### src/rtl/vram1_fetcher.sv
// Row tile fetcher: streams TILES words from the dual-bank VRAM into a 2-deep
// output FIFO, while CPU writes pre-empt the shared bank port on any cycle.
module vram1_fetcher #(
    parameter int TILES = 64
) (
    input  logic        i_MCLK,
    input  logic        i_RST_n,
    input  logic        i_ROW_START,
    input  logic [11:0] i_ROW_BASE,
    output logic        o_BUSY,
    output logic [11:0] o_VRAM_ADDR,
    output logic [15:0] o_VRAM_DIN,
    output logic        o_VRAM_WR_n,
    output logic        o_VRAM_RD_n,
    input  logic [15:0] i_VRAM_DOUT,
    output logic [15:0] o_TILE_DATA,
    output logic [5:0]  o_TILE_IDX,
    output logic        o_TILE_VALID,
    input  logic        i_TILE_READY,
    input  logic        i_CPU_WR_REQ,
    input  logic [11:0] i_CPU_ADDR,
    input  logic [15:0] i_CPU_DATA,
    output logic        o_CPU_WR_ACK,
    output logic [1:0]  o_DBG_STATE
);
    // Tile stream handshake: a word moves when o_TILE_VALID && i_TILE_READY
    // at a rising edge; VALID never drops and DATA/IDX never change until then.
    typedef enum logic [1:0] {
        IDLE  = 2'd0,
        FETCH = 2'd1,
        DRAIN = 2'd2
    } state_t;

    state_t      state_q, state_d;
    logic [11:0] addr_q, addr_d;
    logic [6:0]  issued_q, issued_d;
    logic [5:0]  idx_q, idx_d;
    logic [1:0]  cnt_q, cnt_d;
    logic        pend_q;
    logic        rd_ptr_q, wr_ptr_q;
    logic [15:0] fifo_data_q [2];
    logic [5:0]  fifo_idx_q  [2];

    logic cpu_grant, rd_issue, push, pop, row_go, last_issue;

    // A read is only issued when its returning word is guaranteed a FIFO slot.
    assign cpu_grant  = i_RST_n && i_CPU_WR_REQ;
    assign rd_issue   = i_RST_n && !i_CPU_WR_REQ && (state_q == FETCH) &&
                        (({1'b0, cnt_q} + {2'b00, pend_q}) < 3'd2);
    assign push       = pend_q;
    assign pop        = o_TILE_VALID && i_TILE_READY;
    assign row_go     = (state_q == IDLE) && i_ROW_START;
    assign last_issue = rd_issue && (issued_q == 7'(TILES - 1));

    always_ff @(posedge i_MCLK) begin
        if (!i_RST_n) begin
            state_q <= IDLE;
        end else begin
            state_q <= state_d;
        end
    end

    always_comb begin
        state_d = state_q;
        case (state_q)
            IDLE:    if (i_ROW_START) state_d = FETCH;
            FETCH:   if (last_issue) state_d = DRAIN;
            DRAIN:   if (!pend_q && (cnt_d == 2'd0)) state_d = IDLE;
            default: state_d = IDLE;
        endcase
    end

    always_comb begin
        addr_d   = addr_q;
        issued_d = issued_q;
        idx_d    = idx_q + 6'(push);
        cnt_d    = cnt_q + {1'b0, push} - {1'b0, pop};
        if (row_go) begin
            addr_d   = i_ROW_BASE;
            issued_d = '0;
            idx_d    = '0;
        end else if (rd_issue) begin
            addr_d   = addr_q + 12'd1;
            issued_d = issued_q + 7'd1;
        end
    end

    always_ff @(posedge i_MCLK) begin
        if (!i_RST_n) begin
            addr_q   <= '0;
            issued_q <= '0;
            idx_q    <= '0;
            cnt_q    <= '0;
            pend_q   <= 1'b0;
            rd_ptr_q <= 1'b0;
            wr_ptr_q <= 1'b0;
            for (int i = 0; i < 2; i++) begin
                fifo_data_q[i] <= '0;
                fifo_idx_q[i]  <= '0;
            end
        end else begin
            addr_q   <= addr_d;
            issued_q <= issued_d;
            idx_q    <= idx_d;
            cnt_q    <= cnt_d;
            pend_q   <= rd_issue;
            rd_ptr_q <= rd_ptr_q ^ pop;
            wr_ptr_q <= wr_ptr_q ^ push;
            if (push) begin
                fifo_data_q[wr_ptr_q] <= i_VRAM_DOUT;
                fifo_idx_q[wr_ptr_q]  <= idx_q;
            end
        end
    end

    always_comb begin
        o_VRAM_ADDR  = '0;
        o_VRAM_DIN   = '0;
        o_VRAM_WR_n  = 1'b1;
        o_VRAM_RD_n  = 1'b1;
        o_CPU_WR_ACK = 1'b0;
        if (cpu_grant) begin
            o_VRAM_ADDR  = i_CPU_ADDR;
            o_VRAM_DIN   = i_CPU_DATA;
            o_VRAM_WR_n  = 1'b0;
            o_CPU_WR_ACK = 1'b1;
        end else if (rd_issue) begin
            o_VRAM_ADDR = addr_q;
            o_VRAM_RD_n = 1'b0;
        end
    end

    assign o_BUSY       = (state_q != IDLE);
    assign o_TILE_VALID = (cnt_q != 2'd0);
    assign o_TILE_DATA  = o_TILE_VALID ? fifo_data_q[rd_ptr_q] : 16'h0000;
    assign o_TILE_IDX   = o_TILE_VALID ? fifo_idx_q[rd_ptr_q] : 6'd0;
    assign o_DBG_STATE  = state_q;

endmodule

### config.mk
export PLATFORM = sky130hd
export DESIGN_NAME = vram1_fetcher
export DESIGN_NICKNAME = d
export VERILOG_FILES = /design/src/rtl/vram1_fetcher.sv
export SDC_FILE = /design/constraint.sdc
export NUM_CORES = 1
export LEC_CHECK = 0
export BUFFER_PORTS_ARGS = -buffer_cell sky130_fd_sc_hd__buf_2
export CAP_MARGIN = 20
export CORE_MARGIN = 2
export CORE_UTILIZATION = 55
export CTS_CLUSTER_SIZE = 20
export DETAILED_ROUTE_END_ITERATION = 10
export HOLD_SLACK_MARGIN = 0.1
export PLACE_DENSITY_LB_ADDON = 0.1
export SYNTH_ARGS = -nofsm -noshare
export SYNTH_HDL_FRONTEND = slang
export SYNTH_SLANG_ARGS = --single-unit
### constraint.sdc
create_clock -name i_MCLK -period 5.46 [get_ports i_MCLK]
set_input_delay 1.365 -clock i_MCLK [delete_from_list [all_inputs] [get_ports i_MCLK]]
set_output_delay 1.365 -clock i_MCLK [all_outputs]
set_load 0.005 [all_outputs]
-- After elaboration in Yosys (flattened, before gate mapping)
Memory sizes are Yosys's and may differ from the RTL's. A register that Yosys moved wholly into a read port is not among the register bits.
Cells that the tools add are included.
Widths: inputs -> output; s select.
- output and inout port bits: 57
- bits in writable memories: 44
- memories kept: 2
- word-level logic and storage cells: 72
- bits in registers: 32
- multiplexer cells: 27
- equal/unequal tests: 6
- reduce and logical (&&, ||, !) cells: 19
- bitwise gates (word level): 3
- add/subtract/negate cells: 6
- $lt $le $gt $ge: 1
- memories (name ; depth ; bits a word ; rd ports ; clocked after memory_dff ; wr ports ; RTL line ; RTL):
    fifo_data_q ; 2 ; 16 ; 1 ; 1 ; 2 ; 41 ; logic [15:0] fifo_data_q [2];
    fifo_idx_q ; 2 ; 6 ; 1 ; 1 ; 2 ; 42 ; logic [5:0] fifo_idx_q [2];
- operator list (cell ; number):
    $mux 12 ; 4
    $mux 16 ; 3
    $reduce_or 16->1 ; 1
    $mux 1 ; 14
    $add 12x1->12 const B ; 1
    $mux 6 ; 2
    $logic_and 1x1->1 ; 8
    $add 7x1->7 const B ; 1
    $eq 7x6->1 const B ; 1
    $add 6x1->6 ; 1
    $mux 2 ; 3
    $ne 2x2->1 const B ; 3
    $pmux 2 s3 ; 1
    $reduce_bool 2->1 ; 3
    $reduce_or 6->1 ; 1
    $logic_not 2->1 ; 2
    $add 2x1->3 ; 1
    $lt 3x2->1 const B ; 1
    $reduce_and 3->1 ; 1
    $add 2x1->2 ; 1
    $eq 2x1->1 const B ; 1
    $eq 2x2->1 const B ; 1
    $logic_not 1->1 ; 2
    $reduce_or 2->1 ; 1
    3 further kinds ; 4

-- Depth between registers and ports, before layout
Gate-level depths: netlist of run 1.
- word-level depth: 7
- depth in mapped cells: 9

-- Worst setup path after synthesis of run 1
Ideal clock, no wire load.
- path kind: input port to output port
- from: input i_CPU_WR_REQ
- to: output o_VRAM_ADDR[1]
- path slack: 1637 ps
- path buffers: 2
- required time: 4095 ps
- arrival: 2458 ps
- stages: 5
- cells stage by stage: nor4b_4 and2_4 buf_4 buf_2 a22o_1
- longest elaborated chain between the ends: 6
- ends and longest elaborated chain (item ; RTL line ; RTL):
    from (decl) ; 20 ; input logic i_CPU_WR_REQ,
    $logic_not 1->1 ; 48 ; assign rd_issue = i_RST_n && !i_CPU_WR_REQ && (state_q == FETCH) &&
    $logic_and 1x1->1 (3 in a row) ; 48 ;
    $mux 12 ; 127 ; end else if (rd_issue) begin
    $mux 12 (*) ; 122 ; if (cpu_grant) begin
    to (decl) ; 11 ; output logic [11:0] o_VRAM_ADDR,
Every way passes the cells marked *; elsewhere a longest branch is shown, timed or not.

-- Worst setup path after layout of run 1
- from: input i_CPU_WR_REQ
- to: output o_VRAM_ADDR[10]
The elaborated chain is that of the path after synthesis.

==> reports/qor.txt, run 1 <==
status: complete, no violations
clock share of power: 29.2%
via count of the first global-routing pass: 2930
clock root cell: sky130_fd_sc_hd__clkbuf_8
CTS clk-pin slew, worst paths: 0.08 ns
data required time of the worst path: 4.09 ns
max_slew headroom: 34.4%
synthesized area divided by synthesized cell count: 10.6 um^2
area share of the largest cell type after synthesis: 35.0%
number of standard-cell rows in the floorplan: 30
number of H-tree levels: 3
maximum number of pins on one net before global-route repair: 40
PostCTS Resize Cnt: 0
worst voltage drop across the vdd grid: 0.204 mV
count of TritonRoute iterations in the first routing pass: 4
final cycle utilization of the critical path: 76.1%
post-synthesis cell count: 354
clock sink count: 77
setup repair after global routing missed its margin: no
Sw Pwr: 0.446 mW
count of routing violations after the opening detailed-route iteration: 107
Die Wd: 86.8 um
crit path kind: input port to output pin
overall overflow remaining after global route: 0
most frequent cell after synthesis: sky130_fd_sc_hd__and2_1
Via density: 5.32
layout cell share with drive strength beyond 1: 31.5%
Tot GR Track Use: 22.4%
top post-synthesis cells by count: 53 x sky130_fd_sc_hd__and2_1, 44 x sky130_fd_sc_hd__edfxtp_1, 36 x sky130_fd_sc_hd__nor2_1
Hold/Removal Path Class: register to register
diode insertion count for antenna repair: 0
CP startpoint: i_CPU_WR_REQ
count of synthesis-stage warnings from yosys: 0
Worst Setup Start Kind: input port
most used flip-flop cell after synthesis: sky130_fd_sc_hd__edfxtp_1
maximum clock frequency: 241 MHz
global-route wire length before repair: 13200 um
post-synthesis sequential element count: 77
placeable core region: 6720 um^2
vias after detailed routing: 2942
crit path capture type: output pin
detailed placer's ending HPWL: 5740 um
# hold bufs at CTS: 0
die area: 7530 um^2
cell-internal power: 1.03 mW
CP Max Fanout: 20
Comb power frac: 24.7%
die height: 86.8 um
routed wire length: 8260 um
clock tree from TritonCTS: done
proportion of power drawn by flip-flops and latches: 46.1%
max_cap viols: 0
beginning of the worst hold path: issued_q[6]
detailed-route DRC error count: 0
count of final setup violators: 0
Final ANT Viol Nets: 0
count of pins over their slew limit: 0
sequential cell area fraction in the yosys report: 52.6%
number of library cell types mapped by synthesis: 52
endpoints failing hold: 0
Clock Skew: 0.0172 ns
Final #Nets: 535
signed area change from the synthesized netlist to the final layout: 22.5%
r2r startpoint: cnt_q[1]
worst slack, placed: 1.32 ns
average wire per standard cell: 14.9 um
worst-skew pair later-pin latency: 0.35 ns
number of primary I/O pins: 118
sw frac: 30.2%
cell types occupying the most area after synthesis: sky130_fd_sc_hd__edfxtp_1 35%, sky130_fd_sc_hd__dfxtp_1 18%, sky130_fd_sc_hd__and2_1 8.8%, sky130_fd_sc_hd__mux2i_1 5.8%, sky130_fd_sc_hd__and3_1 3.7%
Max Root-Sink Buffers: 2
syn_nets: 421
antenna violations before repair: 0
clock buffers created by TritonCTS: 9
number of enable flip-flop cells after synthesis: 44
post-CTS setup-driven buffer insertion count: 0
starting density of the core: 56.1%
leakage power total: 2.06 nW
min setup slack post-route: 1.30 ns
Yosys top cell by area: sky130_fd_sc_hd__edfxtp_1
area of the mapped netlist: 3770 um^2
clock period minus worst slack: 4.16 ns
data arrival time at the worst-slack endpoint: 2.79 ns
Synth async-reset ratio: 0%
areal power density over the cells: 319 nW/um^2
final RePlAce weighted congestion: 0.884
slew of the pin with the lowest slew margin: 0.983 ns
Setup TNS Final: 0 ns
count of input and output buffers: 117
state kept, by name, summed over array words and instances, names as in the netlist, named ones only:
signal       count
addr_q          12
cnt_q            2
fifo_data_q     32
fifo_idx_q      12
idx_q            6
issued_q         7
o_DBG_STATE      2
pend_q           1
rd_ptr_q         1
wr_ptr_q         1
through the flow:
stage          util (%)  hold WS (ns)  cell area [um^2]  power, mW  cells
2_1_floorplan         -         0.440              3770      0.921    354
4_1_cts            68.6         0.479              4610       1.49    552
5_1_grt            68.8         0.500              4620       1.56    553
6_report           68.8         0.476              4620       1.47    553
3_3_place_gp       65.3         0.462              4390       1.05    534
3_5_place_dp       65.6         0.467              4410       1.06    536
area by class of cell:
| class | instances | area, um^2 |
|---|---|---|
| Clock inverter | 6 | 70.1 |
| Clock buffer | 10 | 128 |
| Fill cell | 533 | 2100 |
| Multi-Input combinational cell | 249 | 1670 |
| Timing Repair Buffer | 122 | 634 |
| Sequential cell | 77 | 1980 |
| Tap cell | 80 | 100 |
| Inverter | 9 | 36.3 |
layer usage:
layer	vias up	wire [um]	GRT usage [%]
met5	-	0	0
met4	0	143	9.38
met3	15	346	3.81
met2	84	4230	39.8
met1	1352	3540	26.6
li1	1491	-	-
layout by cell type, fill, tap and decap left out, types with 7 or more instances in the layout:
cell type	synthesis	routed
sky130_fd_sc_hd__buf_2	1	117
sky130_fd_sc_hd__a21oi_1	7	7
sky130_fd_sc_hd__nor2_1	36	35
sky130_fd_sc_hd__inv_1	8	8
sky130_fd_sc_hd__xor2_1	9	9
sky130_fd_sc_hd__edfxtp_1	44	44
sky130_fd_sc_hd__mux2i_1	22	22
sky130_fd_sc_hd__dfxtp_1	33	33
sky130_fd_sc_hd__and2_1	53	53
sky130_fd_sc_hd__xnor2_1	7	7
sky130_fd_sc_hd__and3_1	22	22
sky130_fd_sc_hd__nand3_1	9	9
sky130_fd_sc_hd__nand2_1	15	15
sky130_fd_sc_hd__o21ai_0	11	10
sky130_fd_sc_hd__clkbuf_8	1	9
sky130_fd_sc_hd__a22o_1	10	10
kinds of logic after synthesis:
family                   synth area share, %
multiplexers                            5.84
XOR/XNOR                                3.72
flip-flops                              52.6
AO/OA/AOI/OAI                           8.76
adder cells (fa/ha/maj)                 1.99
buffers and inverters                   3.45
AND/OR/NAND/NOR                         23.7
power groups by stage:
stage | logic (mW) | clock network (mW) | registers, mW
2_1_floorplan | 0.237 | 0 | 0.685
3_3_place_gp | 0.356 | 0 | 0.692
3_5_place_dp | 0.368 | 0 | 0.694
4_1_cts | 0.370 | 0.435 | 0.680
5_1_grt | 0.408 | 0.467 | 0.684
6_report | 0.364 | 0.430 | 0.680
worst max-delay path: stages:
cell                      delay [ns]
sky130_fd_sc_hd__buf_2          0.19
sky130_fd_sc_hd__nor4b_4        0.45
sky130_fd_sc_hd__and2_4         0.39
sky130_fd_sc_hd__inv_4          0.10
sky130_fd_sc_hd__o21ai_0        0.15
sky130_fd_sc_hd__buf_2          0.13
path summary, 6_finish.rpt:
| kind | endpoint | slack, ns | cells after the start |
|---|---|---|---|
| min | issued_q[6] | 0.48 | 2 |
| max | o_VRAM_ADDR[10] | 1.30 | 6 |
| min reg2reg | issued_q[6] | 0.48 | 2 |
| max reg2reg | o_DBG_STATE[1] | 2.69 | 9 |
Power figures use the tool's default switching activity.
==> run 2, diff against run 1 <==
- ABC_AREA: not set -> 1
- CORE_UTILIZATION: 55 -> 47
- clock period: 5.46 -> 3.7 ns (I/O delays scaled with it)
==> run 2 against run 1 <==
  * Synthesized cell count increased by 39%
  * Clock power increased by 52%
  * Count of clock-buffer cells in the layout decreased by 1
  * Non-clock buffer count increased by 1
  * Critical endpoint is now o_VRAM_ADDR[1]
==> reports/qor.txt, run 2 <==
number of library cell types mapped by synthesis: 34 (-35%)
average wire per standard cell: 12.5 um (-16%)
clock sink count: 77 (unchanged)
synthesized area divided by synthesized cell count: 7.91 um^2 (-26%)
maximum clock frequency: 328 MHz
via count of the first global-routing pass: 3106 (+6.0%)
Tot GR Track Use: 20.3% (-2.1 points)
overall overflow remaining after global route: 0 (unchanged)
flop2flop setup slack: 1.74 ns (-0.95 ns)
setup repair after global routing missed its margin: no
registers with the most flip-flops: fifo_data_q x32, addr_q x12, fifo_idx_q x12
cell family contributing the most delay on the critical path: buffers and inverters
area share of the largest cell type after synthesis: 33.9% (-1.1 points)
diode insertion count for antenna repair: 0 (unchanged)
Critical path buffers and inverters: 3 (unchanged)
CTS clk-pin slew, worst paths: 0.08 ns (about the same)
# hold bufs at CTS: 0 (unchanged)
count of synthesis-stage warnings from yosys: 0 (unchanged)
count of input and output buffers: 117 (unchanged)
number of primary I/O pins: 118 (unchanged)
areal power density over the cells: 466 nW/um^2 (+46%)
cell types occupying the most area after synthesis: sky130_fd_sc_hd__edfxtp_1 34%, sky130_fd_sc_hd__dfxtp_1 17%, sky130_fd_sc_hd__nor2_1 10%, sky130_fd_sc_hd__nand2_1 9.3%, sky130_fd_sc_hd__inv_1 6.8%
most frequent cells in the layout: 117 x sky130_fd_sc_hd__buf_2, 107 x sky130_fd_sc_hd__nor2_1, 96 x sky130_fd_sc_hd__nand2_1
count of final setup violators: 0 (unchanged)
number of standard-cell rows in the floorplan: 33 (+10%)
die height: 95.0 um (+9.5%)
routed wire length: 8950 um (+8.4%)
detailed-route DRC error count: 0 (unchanged)
placeable core region: 8130 um^2 (+21%)
max_cap viols: 0 (unchanged)
count of TritonRoute iterations in the first routing pass: 4 (unchanged)
syn_nets: 559 (+33%)
final RePlAce weighted congestion: 0.849 (-3.9%)
crit path capture type: output pin
starting density of the core: 47.9% (-8.3 points)
slew of the pin with the lowest slew margin: 0.693 ns (-0.290 ns)
Die Wd: 95.0 um (+9.5%)
crit path kind: input port to output pin
clock period minus worst slack: 3.05 ns
Worst Setup Start Kind: input port
vias after detailed routing: 3471 (+18%)
register containing the most flip-flops in the final layout: fifo_data_q
number of enable flip-flop cells after synthesis: 44 (unchanged)
post-CTS setup-driven buffer insertion count: 0 (unchanged)
antenna violations before repair: 0 (unchanged)
Max Root-Sink Buffers: 2 (unchanged)
Final #Nets: 675 (+26%)
layout cell share with drive strength beyond 1: 25.6% (-5.9 points)
post-synthesis cell count: 492 (+39%)
maximum number of pins on one net before global-route repair: 25 (-38%)
critical path's largest stage delay: 0.31 ns (-0.14 ns)
most used flip-flop cell after synthesis: sky130_fd_sc_hd__edfxtp_1
Via density: 4.83 (-9.1%)
area of the mapped netlist: 3890 um^2 (+3.3%)
worst-skew pair later-pin latency: 0.34 ns (about the same)
top post-synthesis cells by count: 108 x sky130_fd_sc_hd__nor2_1, 96 x sky130_fd_sc_hd__nand2_1, 70 x sky130_fd_sc_hd__inv_1
data required time of the worst path: 2.77 ns (-1.32 ns)
total power: 2.22 mW (+51%)
die area: 9030 um^2 (+20%)
Yosys top cell by area: sky130_fd_sc_hd__edfxtp_1
CP Max Fanout: 18 (-10%)
number of H-tree levels: 3 (unchanged)
data arrival time at the worst-slack endpoint: 2.13 ns (-0.66 ns)
critical path cell sequence: buf_2, nand2_2, inv_1, a22o_1, buf_2
PostCTS Resize Cnt: 0 (unchanged)
cell at the slowest stage of the critical path: sky130_fd_sc_hd__a22o_1
signed area change from the synthesized netlist to the final layout: 22.4% (about the same)
global-route wire length before repair: 14200 um (+7.9%)
final cycle utilization of the critical path: 82.5%
most frequent cell after synthesis: sky130_fd_sc_hd__nor2_1
cell occurring most often along the worst timing path: sky130_fd_sc_hd__buf_2
endpoints failing hold: 0 (unchanged)
Hold/Removal Path Class: register to register
leakage power total: 2.28 nW (+11%)
Synth async-reset ratio: 0% (unchanged)
Clock Skew: 0.00761 ns (-0.00954 ns)
status: complete, no violations
count of pins over their slew limit: 0 (unchanged)
detailed placer's ending HPWL: 6200 um (+7.9%)
clock root cell: sky130_fd_sc_hd__clkbuf_8
sequential cell area fraction in the yosys report: 50.9% (-1.7 points)
max_slew headroom: 53.7% (+19 points)
clock buffers created by TritonCTS: 9 (unchanged)
worst voltage drop across the vdd grid: 0.206 mV (+1.0%)
max FFs per register: 32 (unchanged)
count of routing violations after the opening detailed-route iteration: 136 (+27%)
Setup TNS Final: 0 ns (unchanged)
post-synthesis sequential element count: 77 (unchanged)
leading cell type in the layout, fill and taps excluded: sky130_fd_sc_hd__buf_2
Final ANT Viol Nets: 0 (unchanged)
clock tree from TritonCTS: done
==> run 2: report_power, final <==
| part | total [mW] | internal (mW) | leakage (nW) | switching, mW |
|---|---|---|---|---|
| clock network | 0.654 | 0.322 | 0.103 | 0.332 |
| logic | 0.578 | 0.210 | 1.45 | 0.368 |
| registers | 0.989 | 0.955 | 0.724 | 0.0336 |
==> run 2: layout make-up <==
cell class / instances / area, um^2
flip-flops and latches: 77 / 1980
fillers: 753 / 3370
multi-input cells: 322 / 1530
clock buffers: 9 / 124
well taps: 105 / 131
inverters: 75 / 289
repair buffers: 123 / 631
clock inverters: 7 / 80.1
==> run 2: metrics by stage <==
stage / hold WS [ns] / utilization, % / cell area [um^2] / setup slack, ns / instances
2_1_floorplan: 0.457 / - / 3890 / 1.09 / 492
3_3_place_gp: 0.471 / 56.1 / 4560 / 0.703 / 702
3_5_place_dp: 0.480 / 56.1 / 4560 / 0.668 / 702
4_1_cts: 0.492 / 58.6 / 4770 / 0.669 / 718
5_1_grt: 0.518 / 58.6 / 4770 / 0.536 / 718
6_report: 0.491 / 58.6 / 4770 / 0.647 / 718
==> run 2: kinds of logic (layout without fill, tap and decap cells) <==
logic type                 count (synthesis)  after routing  share of synthesized area [%]
adders and majority gates                  6              6                           1.93
xor gates and xnor gates                   9              9                           2.03
and+or+nand+nor                          241            241                           25.7
AOI/OAI and AO/OA                         66             66                           9.51
DFF                                       77             77                           50.9
buffers and inverters                     93            214                           9.87
==> run 2: worst paths after layout <==
| check | startpoint | endpoint | cells past startpoint |
|---|---|---|---|
| worst max register to register | cnt_q[1] | o_DBG_STATE[1] | 10 |
| worst max-delay path | i_RST_n | o_VRAM_ADDR[1] | 5 |
| worst min-delay path | addr_q[11] | addr_q[11] | 2 |
| worst min register to register | addr_q[11] | addr_q[11] | 2 |
==> run 2: worst register-to-register path, cell delays in order (launching register included) <==
cell and delay [ns]:
sky130_fd_sc_hd__dfxtp_1 0.35, sky130_fd_sc_hd__nor2_2 0.10, sky130_fd_sc_hd__buf_4 0.28, sky130_fd_sc_hd__nor2_1 0.13, sky130_fd_sc_hd__ha_1 0.29, sky130_fd_sc_hd__inv_1 0.04
sky130_fd_sc_hd__ha_1 0.18, sky130_fd_sc_hd__xor2_1 0.20, sky130_fd_sc_hd__nand2_1 0.12, sky130_fd_sc_hd__nand2_1 0.10, sky130_fd_sc_hd__a21oi_2 0.05
==> run 2: routing by layer <==
metal  global-route usage (%)  wire length, um
met2                     33.5             4320
met5                        0                0
met4                     7.25              127
met1                     27.0             4100
met3                     3.19              408
